==> src/rtl/axi_lite_master_pkg.sv <==
// -----------------------------------------------------------------------------
// axi_lite_master_pkg
// Shared definitions for the AXI4-Lite single-outstanding initiator:
//   - state_e          : initiator FSM states
//   - AXI_RESP_*       : AXI response codes, plus RESP_LOCAL_TIMEOUT which the
//                        initiator reports when its own watchdog expires
//   - SPI_REG_*        : byte offsets of the SPI controller register map that
//                        this initiator normally targets
//   - chan_done()      : "this valid/ready channel is finished by the end of
//                        the current cycle" helper
// No ports (package).
// -----------------------------------------------------------------------------
package axi_lite_master_pkg;

   typedef enum logic [2:0] {
      ST_IDLE      = 3'd0,
      ST_WRITE     = 3'd1,
      ST_READ_ADDR = 3'd2,
      ST_READ_DATA = 3'd3,
      ST_RESP      = 3'd4
   } state_e;

   localparam logic [1:0] AXI_RESP_OKAY      = 2'b00;
   localparam logic [1:0] AXI_RESP_EXOKAY    = 2'b01;
   localparam logic [1:0] AXI_RESP_SLVERR    = 2'b10;
   localparam logic [1:0] AXI_RESP_DECERR    = 2'b11;
   localparam logic [1:0] RESP_LOCAL_TIMEOUT = 2'b11;

   localparam logic [31:0] SPI_REG_CTRL   = 32'h0000_0000;
   localparam logic [31:0] SPI_REG_STATUS = 32'h0000_0004;
   localparam logic [31:0] SPI_REG_DATA   = 32'h0000_0008;

   // A channel is done when its valid has already dropped (handshake in an
   // earlier cycle) or when it is handshaking right now.
   function automatic logic chan_done(input logic valid, input logic ready);
      return ~valid | ready;
   endfunction

endpackage

==> src/rtl/axi_lite_master_wdog.sv <==
// -----------------------------------------------------------------------------
// axi_lite_master_wdog
// Response-phase watchdog for axi_lite_master. Only instantiated when the
// top is built with AXI_LITE_MASTER_TIMEOUT_EN defined.
//
// The counter holds the number of clock edges since the last cycle in which
// active_i was low, so fire_o asserts in the cycle whose closing edge is the
// LIMIT-th edge after the response phase was entered. Registering fire_o in
// the top therefore makes the timeout visible exactly LIMIT cycles after the
// handshake that opened the phase. Leaving the phase reloads the counter,
// which gives a fresh count on every entry.
//
// Ports:
//   clk_i     in   clock, rising edge
//   rst_i     in   synchronous active-high reset
//   active_i  in   high while the owner is waiting for a B or R response
//   fire_o    out  limit reached this cycle (combinational)
// -----------------------------------------------------------------------------
module axi_lite_master_wdog #(
   parameter int unsigned LIMIT = 256
) (
   input  logic clk_i,
   input  logic rst_i,
   input  logic active_i,
   output logic fire_o
);

   localparam int unsigned CW = $clog2(LIMIT + 1);

   logic [CW-1:0] cnt_q;
   logic [CW-1:0] cnt_d;

   assign cnt_d  = active_i ? (cnt_q + CW'(1)) : CW'(1);
   assign fire_o = active_i & (cnt_q == CW'(LIMIT - 1));

   always_ff @(posedge clk_i) begin
      if (rst_i) begin
         cnt_q <= CW'(1);
      end else begin
         cnt_q <= cnt_d;
      end
   end

endmodule

==> src/rtl/axi_lite_master.sv <==
// -----------------------------------------------------------------------------
// axi_lite_master
// AXI4-Lite initiator with one transaction outstanding. A command
// (valid/ready) is turned into an AXI-Lite write (AW+W+B) or read (AR+R),
// and the result is returned on a response (valid/ready) handshake.
//
// Optional feature: define AXI_LITE_MASTER_TIMEOUT_EN to add a response-phase
// watchdog (axi_lite_master_wdog). When it expires the response is completed
// locally with o_rsp_resp = 2'b11 and o_rsp_rdata = 0, and o_timeout pulses.
// Without the macro the block waits indefinitely and o_timeout is tied low.
//
// Ports:
//   FCLK_CLK0              in   clock, rising edge
//   RST                    in   synchronous active-high reset
//   i_cmd_valid/o_cmd_ready     command handshake
//   i_cmd_write            in   1 = write, 0 = read
//   i_cmd_addr/wdata/wstrb in   command payload
//   o_rsp_valid/i_rsp_ready     response handshake
//   o_rsp_write            out  write flag of the completed command
//   o_rsp_rdata            out  read data (0 for writes)
//   o_rsp_resp             out  AXI response, or 2'b11 on local timeout
//   o_timeout              out  one-cycle watchdog pulse
//   AXI_*                       AXI4-Lite initiator channels AW, W, B, AR, R
// -----------------------------------------------------------------------------
module axi_lite_master
   import axi_lite_master_pkg::*;
#(
   parameter int unsigned TIMEOUT_CYCLES = 256
) (
   input  logic        FCLK_CLK0,
   input  logic        RST,

   input  logic        i_cmd_valid,
   output logic        o_cmd_ready,
   input  logic        i_cmd_write,
   input  logic [31:0] i_cmd_addr,
   input  logic [31:0] i_cmd_wdata,
   input  logic [3:0]  i_cmd_wstrb,

   output logic        o_rsp_valid,
   input  logic        i_rsp_ready,
   output logic        o_rsp_write,
   output logic [31:0] o_rsp_rdata,
   output logic [1:0]  o_rsp_resp,
   output logic        o_timeout,

   output logic [31:0] AXI_awaddr,
   output logic [2:0]  AXI_awprot,
   output logic        AXI_awvalid,
   input  logic        AXI_awready,

   output logic [31:0] AXI_wdata,
   output logic [3:0]  AXI_wstrb,
   output logic        AXI_wvalid,
   input  logic        AXI_wready,

   input  logic [1:0]  AXI_bresp,
   input  logic        AXI_bvalid,
   output logic        AXI_bready,

   output logic [31:0] AXI_araddr,
   output logic [2:0]  AXI_arprot,
   output logic        AXI_arvalid,
   input  logic        AXI_arready,

   input  logic [31:0] AXI_rdata,
   input  logic [1:0]  AXI_rresp,
   input  logic        AXI_rvalid,
   output logic        AXI_rready
);

   state_e      state_q;
   state_e      state_d;

   logic [31:0] addr_q;
   logic [31:0] wdata_q;
   logic [3:0]  wstrb_q;
   logic        write_q;

   logic        awvalid_q;
   logic        wvalid_q;
   logic        arvalid_q;

   logic [31:0] rdata_q;
   logic [1:0]  resp_q;

   logic        cmd_fire;
   logic        aw_ok;
   logic        w_ok;
   logic        b_done;
   logic        ar_done;
   logic        r_done;
   logic        wd_fire;

   assign cmd_fire = i_cmd_valid & o_cmd_ready;

   // A B beat only finishes the write once both AW and W are finished in this
   // cycle or earlier; this covers the slave that raises bvalid in the same
   // cycle as the AW/W handshakes. An early B is simply not taken.
   assign aw_ok   = chan_done(awvalid_q, AXI_awready);
   assign w_ok    = chan_done(wvalid_q, AXI_wready);
   assign b_done  = (state_q == ST_WRITE) & AXI_bvalid & aw_ok & w_ok;
   assign ar_done = (state_q == ST_READ_ADDR) & arvalid_q & AXI_arready;
   assign r_done  = (state_q == ST_READ_DATA) & AXI_rvalid;

`ifdef AXI_LITE_MASTER_TIMEOUT_EN
   logic wd_active;
   logic wd_expired;
   logic timeout_q;

   // Watch only the response phase: a write once AW and W are both done,
   // or a read waiting for R. Address-phase stalls are never timed out.
   assign wd_active = ((state_q == ST_WRITE) & ~awvalid_q & ~wvalid_q) |
                      (state_q == ST_READ_DATA);

   axi_lite_master_wdog #(
      .LIMIT    (TIMEOUT_CYCLES)
   ) u_wdog (
      .clk_i    (FCLK_CLK0),
      .rst_i    (RST),
      .active_i (wd_active),
      .fire_o   (wd_expired)
   );

   // A genuine response arriving in the expiry cycle takes precedence.
   assign wd_fire = wd_expired & ~b_done & ~r_done;

   always_ff @(posedge FCLK_CLK0) begin
      if (RST) begin
         timeout_q <= 1'b0;
      end else begin
         timeout_q <= wd_fire;
      end
   end

   assign o_timeout = timeout_q;
`else
   assign wd_fire   = 1'b0;
   assign o_timeout = 1'b0;
`endif

   // ---------------------------------------------------------------- state
   always_ff @(posedge FCLK_CLK0) begin
      if (RST) begin
         state_q <= ST_IDLE;
      end else begin
         state_q <= state_d;
      end
   end

   always_comb begin
      state_d = state_q;
      unique case (state_q)
         ST_IDLE: begin
            if (cmd_fire) begin
               state_d = i_cmd_write ? ST_WRITE : ST_READ_ADDR;
            end
         end
         ST_WRITE: begin
            if (b_done || wd_fire) begin
               state_d = ST_RESP;
            end
         end
         ST_READ_ADDR: begin
            // R is not looked at in the AR cycle; READ_DATA starts next cycle.
            if (ar_done) begin
               state_d = ST_READ_DATA;
            end
         end
         ST_READ_DATA: begin
            if (r_done || wd_fire) begin
               state_d = ST_RESP;
            end
         end
         ST_RESP: begin
            if (i_rsp_ready) begin
               state_d = ST_IDLE;
            end
         end
         default: state_d = ST_IDLE;
      endcase
   end

   always_comb begin
      o_cmd_ready = 1'b0;
      o_rsp_valid = 1'b0;
      AXI_bready  = 1'b0;
      AXI_rready  = 1'b0;
      unique case (state_q)
         // Ready is held low while reset is asserted so nothing is accepted
         // into a block that is being cleared.
         ST_IDLE:      o_cmd_ready = ~RST;
         ST_WRITE:     AXI_bready  = 1'b1;
         ST_READ_ADDR: ;
         ST_READ_DATA: AXI_rready  = 1'b1;
         ST_RESP:      o_rsp_valid = 1'b1;
         default:      ;
      endcase
   end

   // ------------------------------------------------------- AXI valid flags
   // Raised together on command acceptance (visible the next cycle) and each
   // dropped independently by its own handshake.
   always_ff @(posedge FCLK_CLK0) begin
      if (RST) begin
         awvalid_q <= 1'b0;
         wvalid_q  <= 1'b0;
         arvalid_q <= 1'b0;
      end else begin
         awvalid_q <= (cmd_fire &  i_cmd_write) | (awvalid_q & ~AXI_awready);
         wvalid_q  <= (cmd_fire &  i_cmd_write) | (wvalid_q  & ~AXI_wready);
         arvalid_q <= (cmd_fire & ~i_cmd_write) | (arvalid_q & ~AXI_arready);
      end
   end

   // -------------------------------------------------------- command capture
   always_ff @(posedge FCLK_CLK0) begin
      if (cmd_fire) begin
         addr_q  <= i_cmd_addr;
         wdata_q <= i_cmd_wdata;
         wstrb_q <= i_cmd_wstrb;
      end
   end

   always_ff @(posedge FCLK_CLK0) begin
      if (RST) begin
         write_q <= 1'b0;
      end else if (cmd_fire) begin
         write_q <= i_cmd_write;
      end
   end

   // ------------------------------------------------------- response capture
   always_ff @(posedge FCLK_CLK0) begin
      if (RST) begin
         rdata_q <= '0;
         resp_q  <= AXI_RESP_OKAY;
      end else if (b_done) begin
         rdata_q <= '0;
         resp_q  <= AXI_bresp;
      end else if (r_done) begin
         rdata_q <= AXI_rdata;
         resp_q  <= AXI_rresp;
      end else if (wd_fire) begin
         rdata_q <= '0;
         resp_q  <= RESP_LOCAL_TIMEOUT;
      end
   end

   assign o_rsp_write = write_q;
   assign o_rsp_rdata = rdata_q;
   assign o_rsp_resp  = resp_q;

   assign AXI_awaddr  = addr_q;
   assign AXI_awprot  = 3'b000;
   assign AXI_awvalid = awvalid_q;
   assign AXI_wdata   = wdata_q;
   assign AXI_wstrb   = wstrb_q;
   assign AXI_wvalid  = wvalid_q;
   assign AXI_araddr  = addr_q;
   assign AXI_arprot  = 3'b000;
   assign AXI_arvalid = arvalid_q;

endmodule

==> config.mk <==
export PLATFORM = sky130hd
export DESIGN_NAME = axi_lite_master
export DESIGN_NICKNAME = d
export VERILOG_FILES = /design/src/rtl/axi_lite_master_pkg.sv /design/src/rtl/axi_lite_master_wdog.sv /design/src/rtl/axi_lite_master.sv
export SDC_FILE = /design/constraint.sdc
export NUM_CORES = 1
export LEC_CHECK = 0
export CAP_MARGIN = 20
export CORE_MARGIN = 4
export CORE_UTILIZATION = 36
export DETAILED_ROUTE_END_ITERATION = 8
export PLACE_DENSITY = 0.81
export SETUP_SLACK_MARGIN = 0.4
export SYNTH_ARGS = -nofsm -noshare
export SYNTH_HDL_FRONTEND = slang
export SYNTH_SLANG_ARGS = --single-unit
==> constraint.sdc <==
create_clock -name FCLK_CLK0 -period 3.7 [get_ports FCLK_CLK0]
set_input_delay 0.74 -clock FCLK_CLK0 [delete_from_list [all_inputs] [get_ports FCLK_CLK0]]
set_output_delay 0.74 -clock FCLK_CLK0 [all_outputs]
set_load 0.005 [all_outputs]
Word level (Yosys, flattened, before mapping)
Index checks and enable logic that the tools add are counted.
- add/sub/neg operators: 0
- multiply operators: 0
- divide/modulo/power cells: 0
- $lt $le $gt $ge: 0
- eq/ne operators: 9
- shifts and indexed selects: 0
- multiplexer cells: 13
- bitwise logic cells: 24
- reductions and logical operators: 4
- operators with widths (operator ; count):
    $mux W3 ; 5
    $pmux W3 S5 ; 1
    $and A1 B1 Y1 ; 12
    $ne A2 B2 Y1 const B ; 5
    $not A1 Y1 ; 7
    $eq A3 B2 Y1 const B ; 2
    $mux W2 ; 3
    $or A1 B1 Y1 ; 5
    $reduce_and A5 Y1 ; 1
    $mux W1 ; 4
    $eq A3 B1 Y1 const B ; 1
    $eq A3 B3 Y1 const B ; 1
    $logic_not A3 Y1 ; 1
    $reduce_bool A2 Y1 ; 1
    $reduce_or A2 Y1 ; 1
- bits in registers: 109
- latch bits: 0
- memory bits (writable): 0
- ROM bits: 0
- word-level logic and storage cells: 60
- memories kept: 0

Longest topological paths before layout
Gate-level depths: netlist of run 1.
- depth after elaboration: 6
- mapped depth: 7
- gate-level depth less buffers: 4

Worst setup path after synthesis of run 1
Ideal clock, no wire load.
- kind: input-to-reg
- start point: input port RST
- end point: register addr_q[0] (netlist: AXI_araddr[0]), enable pin
- setup time: 0.422 ns
- arrival time: 2.603 ns
- data required time: 3.278 ns
- setup slack: 0.675 ns
- stages: 3
- path buffers: 0
- cells stage by stage: nor4_1 > nand2_1 > inv_1
- word-level cells in the longest chain between the ends: 3
- ends and longest elaborated chain (item ; RTL line ; text):
    start, declared ; axi_lite_master.sv:31 ; input logic RST,
    $not A1 Y1 ; axi_lite_master.sv:192 ; ST_IDLE: o_cmd_ready = ~RST;
    $mux W1 ; axi_lite_master.sv:189 ; unique case (state_q)
    $and A1 B1 Y1 ; axi_lite_master.sv:95 ; assign cmd_fire = i_cmd_valid & o_cmd_ready;
    end signal, assigned ; axi_lite_master.sv:219 ; addr_q <= i_cmd_addr;
    end, declared ; axi_lite_master.sv:75 ; logic [31:0] addr_q;
No other way between the ends.
A chain may end at the register's enable or synchronous reset.

Worst setup path in the final report of run 1
- start point: input port RST
- end point: output port o_cmd_ready
- word-level cells in the longest chain between the ends: 2
- ends and longest elaborated chain (item ; RTL line ; text):
    $not A1 Y1 ; axi_lite_master.sv:192 ;
    $mux W1 ; axi_lite_master.sv:189 ;
    end, declared ; axi_lite_master.sv:34 ; output logic o_cmd_ready,
No other way between the ends.

==> results of run 1 <==
-- flip-flops by register name (all words and copies together), names as in the netlist, 2 cells and up --
signal / cells
AXI_araddr: 32
AXI_wdata: 32
AXI_wstrb: 4
o_rsp_rdata: 32
o_rsp_resp: 2
state_q: 3
-- metal layers --
metal	vias to the layer above	global-route usage	share of wire	routed length [um]
met5	-	0	0	0
met4	0	0.04487	0.016	182
met3	13	0.04920	0.084	927
met2	146	0.3065	0.55	6073
met1	1407	0.1606	0.35	3877
li1	1446	-	-	-
-- layout make-up --
cell class              count  area, um^2
flip-flops and latches    109        2863
multi-input cells         145       718.2
well taps                 140       175.2
clock inverters             7       71.32
clock buffers               9       123.9
diodes                      1       2.502
fillers                   837        4284
inverters                   4       15.01
repair buffers            258        2587
-- placed cells by master, fill, tap and decap left out, drive strengths merged --
master / Yosys / routed
or4: 1 / 1
clkbuf: 1 / 9
clkinv: 0 / 3
o22ai: 1 / 1
edfxtp: 68 / 68
diode: 0 / 1
a2111oi: 3 / 3
o21ai: 2 / 2
nor2: 5 / 5
clkdlybuf4s50: 0 / 255
clkinvlp: 0 / 1
bufinv: 0 / 1
a211oi: 1 / 1
a21oi: 36 / 36
buf: 50 / 3
nand2b: 4 / 4
a311oi: 2 / 2
and2b: 1 / 1
nor3b: 2 / 2
inv: 4 / 6
conb: 1 / 7
nor4: 1 / 1
and3b: 2 / 2
nand2: 71 / 71
nand4: 2 / 2
o32ai: 1 / 1
dfxtp: 41 / 41
nand3: 2 / 2
and2: 1 / 1
-- worst max-delay path by stage --
stage,end,slack (ns),cells past startpoint,start
after floorplan,AXI_araddr[0]$_DFFE_PN_,0.68,3,RST
after detailed placement,o_cmd_ready,0.66,4,RST
after global routing,o_cmd_ready,0.55,4,RST
after global placement,o_cmd_ready,0.71,4,RST
final,o_cmd_ready,0.61,4,RST
after CTS,o_cmd_ready,0.64,4,RST
-- critical path: stages --
cell and delay, ns:
clkdlybuf4s50_1 0.40, buf_4 0.18, nor4_1 0.42, clkdlybuf4s50_1 0.61
-- metrics by stage --
stage / std cells / hold WS (ns) / setup slack, ns / cell area, um^2
5_1_grt: 673 / 0.4843 / 0.5504 / 6556
3_5_place_dp: 656 / 0.4469 / 0.6585 / 6359
3_3_place_gp: 656 / 0.4416 / 0.7065 / 6359
4_1_cts: 672 / 0.4615 / 0.6361 / 6554
6_report: 673 / 0.4610 / 0.6057 / 6556
2_1_floorplan: 309 / 0.4527 / 0.6754 / 3994
-- cell families (layout without fill, tap and decap cells) --
logic type	Yosys count	in the layout	share of synthesized area
simple gates	92	92	0.1018
other cells	1	8	0.0009443
flops	109	109	0.7209
compound gates	46	46	0.07247
buf+inv	55	278	0.1040
-- power by group --
part	leakage, nW	switching (mW)	total, mW	internal [mW]
clock	0.0990	0.395	0.711	0.316
sequential	0.963	0.0248	1.37	1.35
combinational	1.17	0.105	0.329	0.225
==> summary.txt, run 1 <==
Min path
  – Worst hold endpoint: o_rsp_rdata[5]$_SDFFE_PP0P_
  – HP Start: o_rsp_rdata[5]$_SDFFE_PP0P_
  – Hold Crit Depth: 2
  – Worst hold path type: flip-flop to flip-flop

Clocking
  – CTS tree: yes
  – CTS buffer count: 9
  – # Post-CTS Setup Buffers: 0
  – Clk_lat worst skew: 0.36 ns
  – CTS Root Cell: clkbuf_8
  – CTS Buffer Depth: 2
  – Hold_buf cts: 0
  – Worst-path clk slew: 0.10 ns
  – Post-CTS Resized: 0
  – H-Tree Depth: 3
  – Clock sinks: 109

Logic synthesis
  – Yosys warning total: 0
  – Top area cells in the synthesized netlist: edfxtp_1, dfxtp_1, buf_4
  – Flops & latches, synth: 109
  – Synth top area share: 0.5142
  – Cells after Synth: 303
  – Post-synthesis async set-or-reset flop share: 0
  – Share of the yosys chip area belonging to registers: 0.7209
  – Syn Area/Cell: 13.11 um^2
  – Top-count cell post-synth: nand2_1
  – Synth Cell Area: 0.003971 mm^2
  – Commonest cells post-synth: nand2_1, edfxtp_1, dfxtp_1, buf_4, a21oi_1
  – Synth Flop Type: edfxtp_1
  – Yosys top cell by area: edfxtp_1
  – Number of synthesized flops with an enable pin: 68
  – Netlist cell types: 30

Route
  – WL/cell: 16.44 um
  – Via count: 3012
  – Iter 0 DRT Violations: 126
  – DRT Pass-1 Iters: 4
  – Vias per cell: 4.475
  – Drc violations: 0
  – Final ANT Viol Nets: 0
  – Total length of routed wires: 11060 um

Finish
  – Syn-to-layout area delta: 65.09%
  – Final nets: 641
  – Layout cells sized above 1: 0.04887
  – End-of-flow core utilization: 0.6048

Placed design
  – RePlAce Congestion: 0.8323
  – Port bufs: 255
  – DP HPWL: 8881 um

Setup path
  – Critical Setup Path Class: input port to output port
  – CP startpoint kind: input port
  – Crit path capture type: output port
  – CP required: 2.96 ns
  – Reg2reg setup slack: 1.44 ns
  – Crit-path max FO: 13
  – Critical R2R Capture: AXI_wdata[16]$_DFFE_PN_
  – R2R Path Start: state_q[0]$_SDFFE_PP0P_
  – WP data arrival: 2.35 ns
  – Worst reg-to-reg path cell count: 4

Floorplan
  – CORE AREA: 0.01084 mm^2
  – DIE HEIGHT: 113.0 um
  – Die Area: 0.01278 mm^2
  – # IOs: 263
  – Starting Density: 0.3663
  – Die span in x: 113.0 um
  – Rows: 38

STA
  – Clk_skew: 0.01323 ns
  – Minimum clock period: 3.094 ns
  – Setup violations, final: 0
  – Slew @ Worst Pin: 0.6497 ns
  – Unrepaired setup endpoints after global routing: no
  – TNS Setup: 0 ns
  – Final period utilization: 0.8363
  – Fmax: 323.2 MHz
  – Final Hold Fails: 0
  – Final Max Slew Viols: 0
  – Slew margin rel.: 0.5653

Outcome
  – Outcome: finished, final reports clean

GRT
  – GRT Overall Usage: 0.1578
  – Largest net degree at the start of global routing: 50
  – Number of global-route vias before repair: 2909
  – Total gr overflow: 0
  – First-pass GRT wire length: 15440 um
  – Antenna violations before repair: 1

Pwr
  – Worst vdd ir: 0.1744 mV
  – Leak: 2.235 nW
  – Pwr dens: 368.1 mW/mm^2
  – Pwr Total: 2.413 mW

Flow run
  – Max-Cap Viols: 0
No activity file was read; power rests on OpenSTA's default activity.
==> inputs of run 2 (changes only) <==
Settings changed: CORE_UTILIZATION 36 to 32, PLACE_DENSITY 0.81 to 0.76.
Clock period 3.7 ns to 2.5 ns, I/O delays scaled along.
==> summary.txt, run 2 (synthesis gave the netlist of run 1 again) <==
Clocking
  – Worst-path clk slew: 0.07 ns (was 0.10 ns)
  – H-Tree Depth: 3 (unchanged)
  – CTS tree: yes (unchanged)
  – CTS Root Cell: clkbuf_16 (was clkbuf_8)
  – Clk_lat worst skew: 0.34 ns (was 0.36 ns)
  – CTS buffer count: 9 (unchanged)
  – CTS Buffer Depth: 2 (unchanged)
  – Clock sinks: 109 (unchanged)

Route
  – Vias per cell: 4.304 (was 4.475)
  – Total length of routed wires: 11840 um (was 11060 um)
  – DRT Pass-1 Iters: 4 (unchanged)
  – Iter 0 DRT Violations: 150 (was 126)
  – Drc violations: 0 (unchanged)
  – WL/cell: 16.80 um (was 16.44 um)
  – Via count: 3034 (was 3012)
  – Final ANT Viol Nets: 0 (unchanged)

GRT
  – Number of global-route vias before repair: 3246 (was 2909)
  – GRT Overall Usage: 0.1613 (was 0.1578)
  – Largest net degree at the start of global routing: 54 (was 50)
  – First-pass GRT wire length: 17550 um (was 15440 um)
  – Antenna violations before repair: 0 (was 1)
  – Total gr overflow: 0 (unchanged)

Setup path
  – Max incr delay on CP: 0.53 ns (was 0.61 ns)
  – CP required: 2.00 ns (was 2.96 ns)
  – Crit path cell chain: and3b_2, clkdlybuf4s50_1 (was clkdlybuf4s50_1, buf_4, nor4_1, clkdlybuf4s50_1)
  – CP startpoint kind: flip-flop (was input port)
  – WP data arrival: 1.57 ns (was 2.35 ns)
  – Crit path capture type: output port (unchanged)
  – Reg2reg setup slack: 0.74 ns (was 1.44 ns)
  – Bufs and invs on worst path: 1 (was 3)
  – Critical R2R Capture: AXI_araddr[16]$_DFFE_PN_ (was AXI_wdata[16]$_DFFE_PN_)
  – R2R Path Start: state_q[0]$_SDFFE_PP0P_ (unchanged)
  – Crit-path max FO: 7 (was 13)
  – Worst reg-to-reg path cell count: 5 (was 4)
  – Critical Setup Path Class: flip-flop to output port (was input port to output port)
  – CP delay by family, top: buffers and inverters (unchanged)
  – Critical Path Start: state_q[1]$_SDFFE_PP0P_ (was RST)
  – Slowest CP cell: clkdlybuf4s50_1 (unchanged)

Pwr
  – Pwr dens: 586.8 mW/mm^2 (was 368.1 mW/mm^2)
  – Pwr Total: 3.971 mW (was 2.413 mW)
  – Worst vdd ir: 0.2831 mV (was 0.1744 mV)
  – Leak: 2.307 nW (was 2.235 nW)

Placed design
  – Port bufs: 255 (unchanged)
  – Placed Instances: 687 (was 656)
  – DP HPWL: 9536 um (was 8881 um)
  – RePlAce Congestion: 0.8225 (was 0.8323)

Finish
  – Commonest non-fill, non-tap cell in the layout: clkdlybuf4s50_1 (unchanged)
  – Non-Filler Instances: 705 (was 673)
  – Syn-to-layout area delta: 70.42% (was 65.09%)
  – Number of filler cells placed in the layout: 1016 (was 837)
  – Most frequent cells in the layout: clkdlybuf4s50_1, nand2_1, edfxtp_1 (unchanged)
  – Diode count: 0 (was 1)
  – End-of-flow core utilization: 0.5611 (was 0.6048)
  – Layout cells sized above 1: 0.06518 (was 0.04887)
  – Final nets: 646 (was 641)

Min path
  – Hold Crit Depth: 2 (unchanged)
  – Worst hold endpoint: o_rsp_rdata[18]$_SDFFE_PP0P_ (was o_rsp_rdata[5]$_SDFFE_PP0P_)
  – Worst hold path type: flip-flop to flip-flop (unchanged)
  – HP Start: o_rsp_rdata[18]$_SDFFE_PP0P_ (was o_rsp_rdata[5]$_SDFFE_PP0P_)

STA
  – Final Hold Fails: 0 (unchanged)
  – Final Max Slew Viols: 0 (unchanged)
  – Slew @ Worst Pin: 0.5472 ns (was 0.6497 ns)
  – Minimum clock period: 2.073 ns
  – Fin Hold WS: 0.4584 ns (was 0.4610 ns)
  – Clk_skew: 0.006003 ns (was 0.01323 ns)
  – TNS Setup: 0 ns (unchanged)
  – Slew margin rel.: 0.6330 (was 0.5653)
  – Final period utilization: 0.8291
  – Setup violations, final: 0 (unchanged)
  – Fmax: 482.5 MHz
  – Unrepaired setup endpoints after global routing: yes (was no)

Floorplan
  – CORE AREA: 0.01206 mm^2 (was 0.01084 mm^2)
  – DIE HEIGHT: 119.4 um (was 113.0 um)
  – Rows: 40 (was 38)
  – Starting Density: 0.3293 (was 0.3663)
  – # IOs: 263 (unchanged)
  – Die Area: 0.01426 mm^2 (was 0.01278 mm^2)
  – Die span in x: 119.4 um (was 113.0 um)

Outcome
  – Outcome: finished, final reports clean (unchanged)

Flow run
  – Max-Cap Viols: 0 (unchanged)
[run 2: worst max-delay path by stage]
stage                                    to  slack (ns)  cells past startpoint
floorplan           AXI_araddr[0]$_DFFE_PN_        0.41                      4
global placement                o_cmd_ready        0.26                      3
detailed placement              o_cmd_ready        0.27                      3
CTS                              AXI_rready        0.32                      2
global route                     AXI_rready        0.38                      2
finish                           AXI_rready        0.43                      2
[run 2: worst min-delay path: stages, from the launching register on]
cell and delay, ns:
dfxtp_1 0.31, nand2_1 0.05, a21oi_1 0.05
[run 2: routing by layer]
layer | share of wire | GRT usage
met1 | 0.33 | 0.1536
met2 | 0.55 | 0.3094
met3 | 0.094 | 0.05413
met4 | 0.027 | 0.07230
met5 | 0 | 0
[run 2: metrics by stage]
stage	worst slack, ns	cell area (um^2)
detailed placement	0.2740	6427
global route	0.3825	6768
global placement	0.2637	6427
finish	0.4273	6768
floorplan	0.4131	4005
CTS	0.3234	6743
[run 2: area by class of cell]
type / count / area [um^2] / area share
well taps: 168 / 210.2 / 0.03106
flip-flops and latches: 109 / 2872 / 0.4243
clock inverters: 6 / 70.07 / 0.01035
repair buffers: 263 / 2624 / 0.3877
inverters: 4 / 18.77 / 0.002773
multi-input cells: 145 / 744.5 / 0.1100
clock buffers: 10 / 229.0 / 0.03383
[run 2: power by group]
part,total (mW),switching [mW],internal [mW]
clock network,1.43,0.645,0.787
logic,0.505,0.162,0.342
registers,2.03,0.0387,2.00
[run 2: repair_timing]
action                                  CTS  global route
gates cloned                              0             0
resized for setup                         5             3
hold buffers                              0             0
endpoints found under the setup margin    4             3
hold endpoints to repair                  0             0
buffers inserted                          0             2
==> variant 1, RTL diff (flow settings as in run 1) <==
The option `AXI_LITE_MASTER_TIMEOUT_EN` is turned on by a define.
--- a/src/rtl/axi_lite_master.sv
+++ b/src/rtl/axi_lite_master.sv
@@ -23,4 +23,6 @@
 //   AXI_*                       AXI4-Lite initiator channels AW, W, B, AR, R
 // -----------------------------------------------------------------------------
+`define AXI_LITE_MASTER_TIMEOUT_EN
+
 module axi_lite_master
    import axi_lite_master_pkg::*;
Behaviour: same outputs for any inputs over 10 cycles, from zero or initial values and one cycle with RST high; that may be too few to reach the edited logic, so the function may still have changed.
==> variant 1 against run 1 <==
Register-to-register slack worse by 30 ps; setup slack better by 270 ps; core utilization is 0.26 points higher; power grew 43%; cell area is 16% higher; clock skew decreased by 2.0 ps; area after synthesis grew 16%; sequential cell count increased by 10; synthesized cell count grew 16%; via count rose by 17%; wire length is 20% higher; hold slack got worse by 62 ps.
==> variant 1: results (changes against run 1) <==
| Metric | Value |
|---|---|
| Outcome | `finished clean` |
| Worst Hold Class | `reg2reg` |
| Relative slew slack | `28.9% (-28 points)` |
| Initial antenna violation count | `1 (unchanged)` |
| Buffer levels on the longest clock path | `2 (unchanged)` |
| CTS tree | `done` |
| Unique masters post-synth | `45 (+50%)` |
| Setup TNS | `0 ps (unchanged)` |
| Fillcell total | `983 (+17%)` |
| Share of layout cells above drive strength 1 | `12.3% (+7.4 points)` |
| First-pass DRT Iterations | `4 (unchanged)` |
| Synth top area cells | `edfxtp_1, dfxtp_1, buf_4` |
| Peak supply drop | `0.208 mV (+20%)` |
| Asr flop ratio synth | `0% (unchanged)` |
| PostCTS Resize Cnt | `0 (unchanged)` |
| Detail Placement HPWL | `10200 um (+15%)` |
| CP max FO | `4 (-9)` |
| Main flop type after synthesis | `edfxtp_1` |
| Global-route wire length before repair | `19400 um (+26%)` |
| Largest net degree at the start of global routing | `69 (+38%)` |
| Clock Root Buffer | `clkbuf_16` |
| Final Skew | `11.2 ps (-2.00 ps)` |
| Port bufs | `256 (+0.39%)` |
| Number of global-route vias before repair | `3571 (+23%)` |
| Yosys warns | `0 (unchanged)` |
| H-tree levels | `4 (+1)` |
| Post-synth EDFFs | `68 (unchanged)` |
| Total CTS buffers | `17 (+8)` |
| Final wirelength | `13300 um (+20%)` |
| Setup bufs post-CTS | `0 (unchanged)` |
| Crit path DAT | `2090 ps (-260 ps)` |
| Vias per cell | `4.62 (+3.2%)` |
| GRT Resource Usage Total | `17.5% (+1.7 points)` |
| Clock transition at the registers of the reported paths | `60 ps (-40 ps)` |
| 1st-iter DRT viols | `167 (+33%)` |
| Synth cell count leaders | `edfxtp_1, dfxtp_1, buf_4, nand2_1, o211ai_1` |
| Clk_lat worst skew | `400 ps (+40 ps)` |
| NumNets Final | `695 (+8.4%)` |
| Sequential fraction of the synthesis area | `66.5% (-5.5 points)` |
| GPL Wtd Cong | `0.819 (-1.6%)` |
| Leak pwr | `2.57 nW (+15%)` |
## variant 1: cell count changes after synthesis, moves of 4 or more
cell	delta
nor2_1	+8
a21oi_2	+30
nand2_1	-31
dfxtp_1	+10
a21oi_1	-28
o211ai_1	+32
clkbuf_1	+4
and3_1	+4
buf_2	+6
xnor2_1	+4
## variant 1: area by class of cell
cell class | instances | area share [%]
Timing Repair Buffer | 261 | 34.2
Antenna cell | 1 | 0.0328
Sequential cell | 119 | 40.1
Clock inverter | 14 | 2.16
Inverter | 5 | 0.246
Tap cell | 172 | 2.82
Multi-Input combinational cell | 175 | 14.8
Clock buffer | 18 | 5.62
## variant 1: metal layers
layer | share of wire [%] | vias to the layer above | global-route usage, %
met2 | 57 | 158 | 33.9
met1 | 34 | 1675 | 16.9
met3 | 8.1 | 12 | 6.62
met4 | 1.3 | 2 | 5.24
met5 | 0.083 | - | 0
li1 | - | 1687 | -
## variant 1: worst paths after layout
| path | end | cells after the start | slack [ps] | from |
|---|---|---|---|---|
| worst min-delay path | u_wdog.cnt_q[0]$_SDFF_PP1_ | 1 | 400 | u_wdog.cnt_q[0]$_SDFF_PP1_ |
| worst min register to register | u_wdog.cnt_q[0]$_SDFF_PP1_ | 1 | 400 | u_wdog.cnt_q[0]$_SDFF_PP1_ |
| worst max register to register | state_q[0]$_SDFFE_PP0P_ | 8 | 1410 | u_wdog.cnt_q[0]$_SDFF_PP1_ |
| worst max-delay path | o_cmd_ready | 3 | 870 | RST |
## variant 1: where the power goes
part / internal, mW / switching (mW) / total, mW
logic: 0.226 / 0.112 / 0.337
clock network: 1.01 / 0.627 / 1.64
registers: 1.46 / 0.0244 / 1.48
total: 2.70 / 0.763 / 3.46
## variant 1: cell families after synthesis
family	synth area share (%)
compound gates	13.7
xor+xnor	1.14
fa+ha+maj	0.544
buf+inv	9.38
flops	66.5
other cells	0.0815
simple gates	8.64
## variant 1: through the flow
step,hold slack (ps),worst slack (ps),area [sq um],power [mW],std cells
2_1_floorplan,371,769,4620,1.62,357
3_3_place_gp,379,919,7040,1.84,732
3_5_place_dp,385,889,7040,1.85,732
4_1_cts,398,878,7630,3.49,764
5_1_grt,422,840,7630,3.58,764
6_report,399,871,7630,3.46,765
## variant 1: worst max-delay path, stage by stage
cell and delay (ps):
clkdlybuf4s50_1 450, nor4_2 310, clkdlybuf4s50_1 590
==> variant 2, RTL diff (flow settings as in run 1) <==
Without the edit above. The 5 states of `state_e` get a Gray code encoding in 3 bits.
--- a/src/rtl/axi_lite_master_pkg.sv
+++ b/src/rtl/axi_lite_master_pkg.sv
@@ -14,9 +14,9 @@
 
    typedef enum logic [2:0] {
-      ST_IDLE      = 3'd0,
-      ST_WRITE     = 3'd1,
-      ST_READ_ADDR = 3'd2,
-      ST_READ_DATA = 3'd3,
-      ST_RESP      = 3'd4
+      ST_IDLE      = 3'b000,
+      ST_WRITE     = 3'b001,
+      ST_READ_ADDR = 3'b011,
+      ST_READ_DATA = 3'b010,
+      ST_RESP      = 3'b110
    } state_e;
 
Formal check against the unedited RTL: same outputs for any inputs over 10 cycles, from zero or initial values and one cycle with RST high; not proved beyond that.
==> variant 2 against run 1 <==
Critical path depth is the same; die area grew 0.23%; power is 4.7% higher; setup slack improved by 310 ps; clock power down 9.3%; area after synthesis rose by 0.25%; sequential cell count unchanged; wire length is 0.92% higher; cell area rose by 0.46%; hold slack worse by 3.7 ps; synthesized cell count is 3.0% higher; sequential power rose by 4%; largest cell class unchanged; highest routed layer unchanged.
==> variant 2: results (changes against run 1) <==
| Metric | Value |
|---|---|
| WS Path Type | `in2out` |
| Final wirelength | `11200 um (+0.92%)` |
| Met2 wire len | `6100 um (+0.38%)` |
| Sequential fraction of the synthesis area | `71.9% (-0.18 points)` |
| Synth top area cells | `edfxtp_1, dfxtp_1, buf_4` |
| Met3 usage | `5.56% (+0.64 points)` |
| Outcome | `finished clean` |
| Synth cell count leaders | `nand2_1, edfxtp_1, dfxtp_1, buf_4, a21oi_1` |
| Yosys warns | `0 (unchanged)` |
| NumNets Final | `647 (+0.94%)` |
| GRT overflow | `0 (unchanged)` |
| # diodes | `0 (-1)` |
| Met2 Use GR | `31.7% (+1.1 points)` |
| Final Skew | `12.5 ps (-0.751 ps)` |
| Number of global-route vias before repair | `2980 (+2.4%)` |
| H-tree levels | `3 (unchanged)` |
| Peak supply drop | `0.178 mV (+1.8%)` |
| Clk_lat worst skew | `360 ps (about the same)` |
| GPL Wtd Cong | `0.752 (-9.6%)` |
| CP max FO | `13 (unchanged)` |
| Detail Placement HPWL | `8900 um (+0.19%)` |
| Initial antenna violation count | `0 (-1)` |
| Setup bufs post-CTS | `0 (unchanged)` |
| Vias per cell | `4.42 (-1.3%)` |
| Met1 Use GR | `17.3% (+1.2 points)` |
| WL met1 | `3840 um (-1.0%)` |
| Clock transition at the registers of the reported paths | `100 ps (about the same)` |
| Leak pwr | `2.25 nW (+0.63%)` |
| Asr flop ratio synth | `0% (unchanged)` |
| Relative slew slack | `55.5% (-1.0 points)` |
| Final slew viol count | `0 (unchanged)` |
| Fillcell total | `853 (+1.9%)` |
| Met3 Wirelength | `980 um (+5.7%)` |
| Buffer levels on the longest clock path | `2 (unchanged)` |
| Share of layout cells above drive strength 1 | `4.83% (-0.055 points)` |
| Worst Hold Class | `reg2reg` |
| Largest net degree at the start of global routing | `69 (+38%)` |
| Clock Root Buffer | `clkbuf_8` |
| Global-route wire length before repair | `16500 um (+6.6%)` |
| PostCTS Resize Cnt | `0 (unchanged)` |
| First-pass DRT Iterations | `4 (unchanged)` |
| Crit path DAT | `2040 ps (-310 ps)` |
| Port bufs | `255 (unchanged)` |
| GRT Resource Usage Total | `16.8% (+1.1 points)` |
| 1st-iter DRT viols | `140 (+11%)` |
| Top sig layer | `met4` |
| Total CTS buffers | `9 (unchanged)` |
| Post-synth EDFFs | `68 (unchanged)` |
| Unique masters post-synth | `34 (+13%)` |
==> variant 2: critical path: stages <==
cell and delay [ps]:
clkdlybuf4s50_1 390, buf_4 180, nor4_1 170, clkdlybuf4s50_1 550
==> variant 2: area by class of cell <==
type	count	share of cell area, %
flip-flops and latches	109	43.5
repair buffers	258	39.4
multi-input cells	150	11.6
well taps	140	2.66
clock buffers	9	1.88
clock inverters	7	0.741
inverters	5	0.285
==> variant 2: final timing paths <==
check | from | end | slack, ps | cells past startpoint
max | RST | o_cmd_ready | 920 | 4
min | o_rsp_rdata[19]$_SDFFE_PP0P_ | o_rsp_rdata[19]$_SDFFE_PP0P_ | 460 | 2
max reg2reg | state_q[0]$_SDFFE_PP0P_ | o_rsp_rdata[20]$_SDFFE_PP0P_ | 1750 | 4
min reg2reg | o_rsp_rdata[19]$_SDFFE_PP0P_ | o_rsp_rdata[19]$_SDFFE_PP0P_ | 460 | 2
==> variant 2: per-stage QoR <==
step	std cells	instance area [sq um]	util (%)	setup slack (ps)	hold slack, ps
2_1_floorplan	318	4020	-	507	453
4_1_cts	678	6590	60.8	927	460
3_3_place_gp	661	6400	59.0	922	441
6_report	678	6590	60.8	919	457
5_1_grt	678	6590	60.8	854	481
3_5_place_dp	662	6410	59.2	931	446
==> variant 2: power by group <==
part           internal [mW]  leakage, nW  switching, mW
clock network          0.247       0.0876          0.398
logic                  0.297         1.20          0.164
registers               1.38        0.959         0.0433
==> variant 2: kinds of logic after synthesis <==
group,Yosys count,synth area share (%)
flops,109,71.9
simple gates,92,10.5
buf+inv,59,10.2
compound gates,51,7.32
other cells,1,0.0942
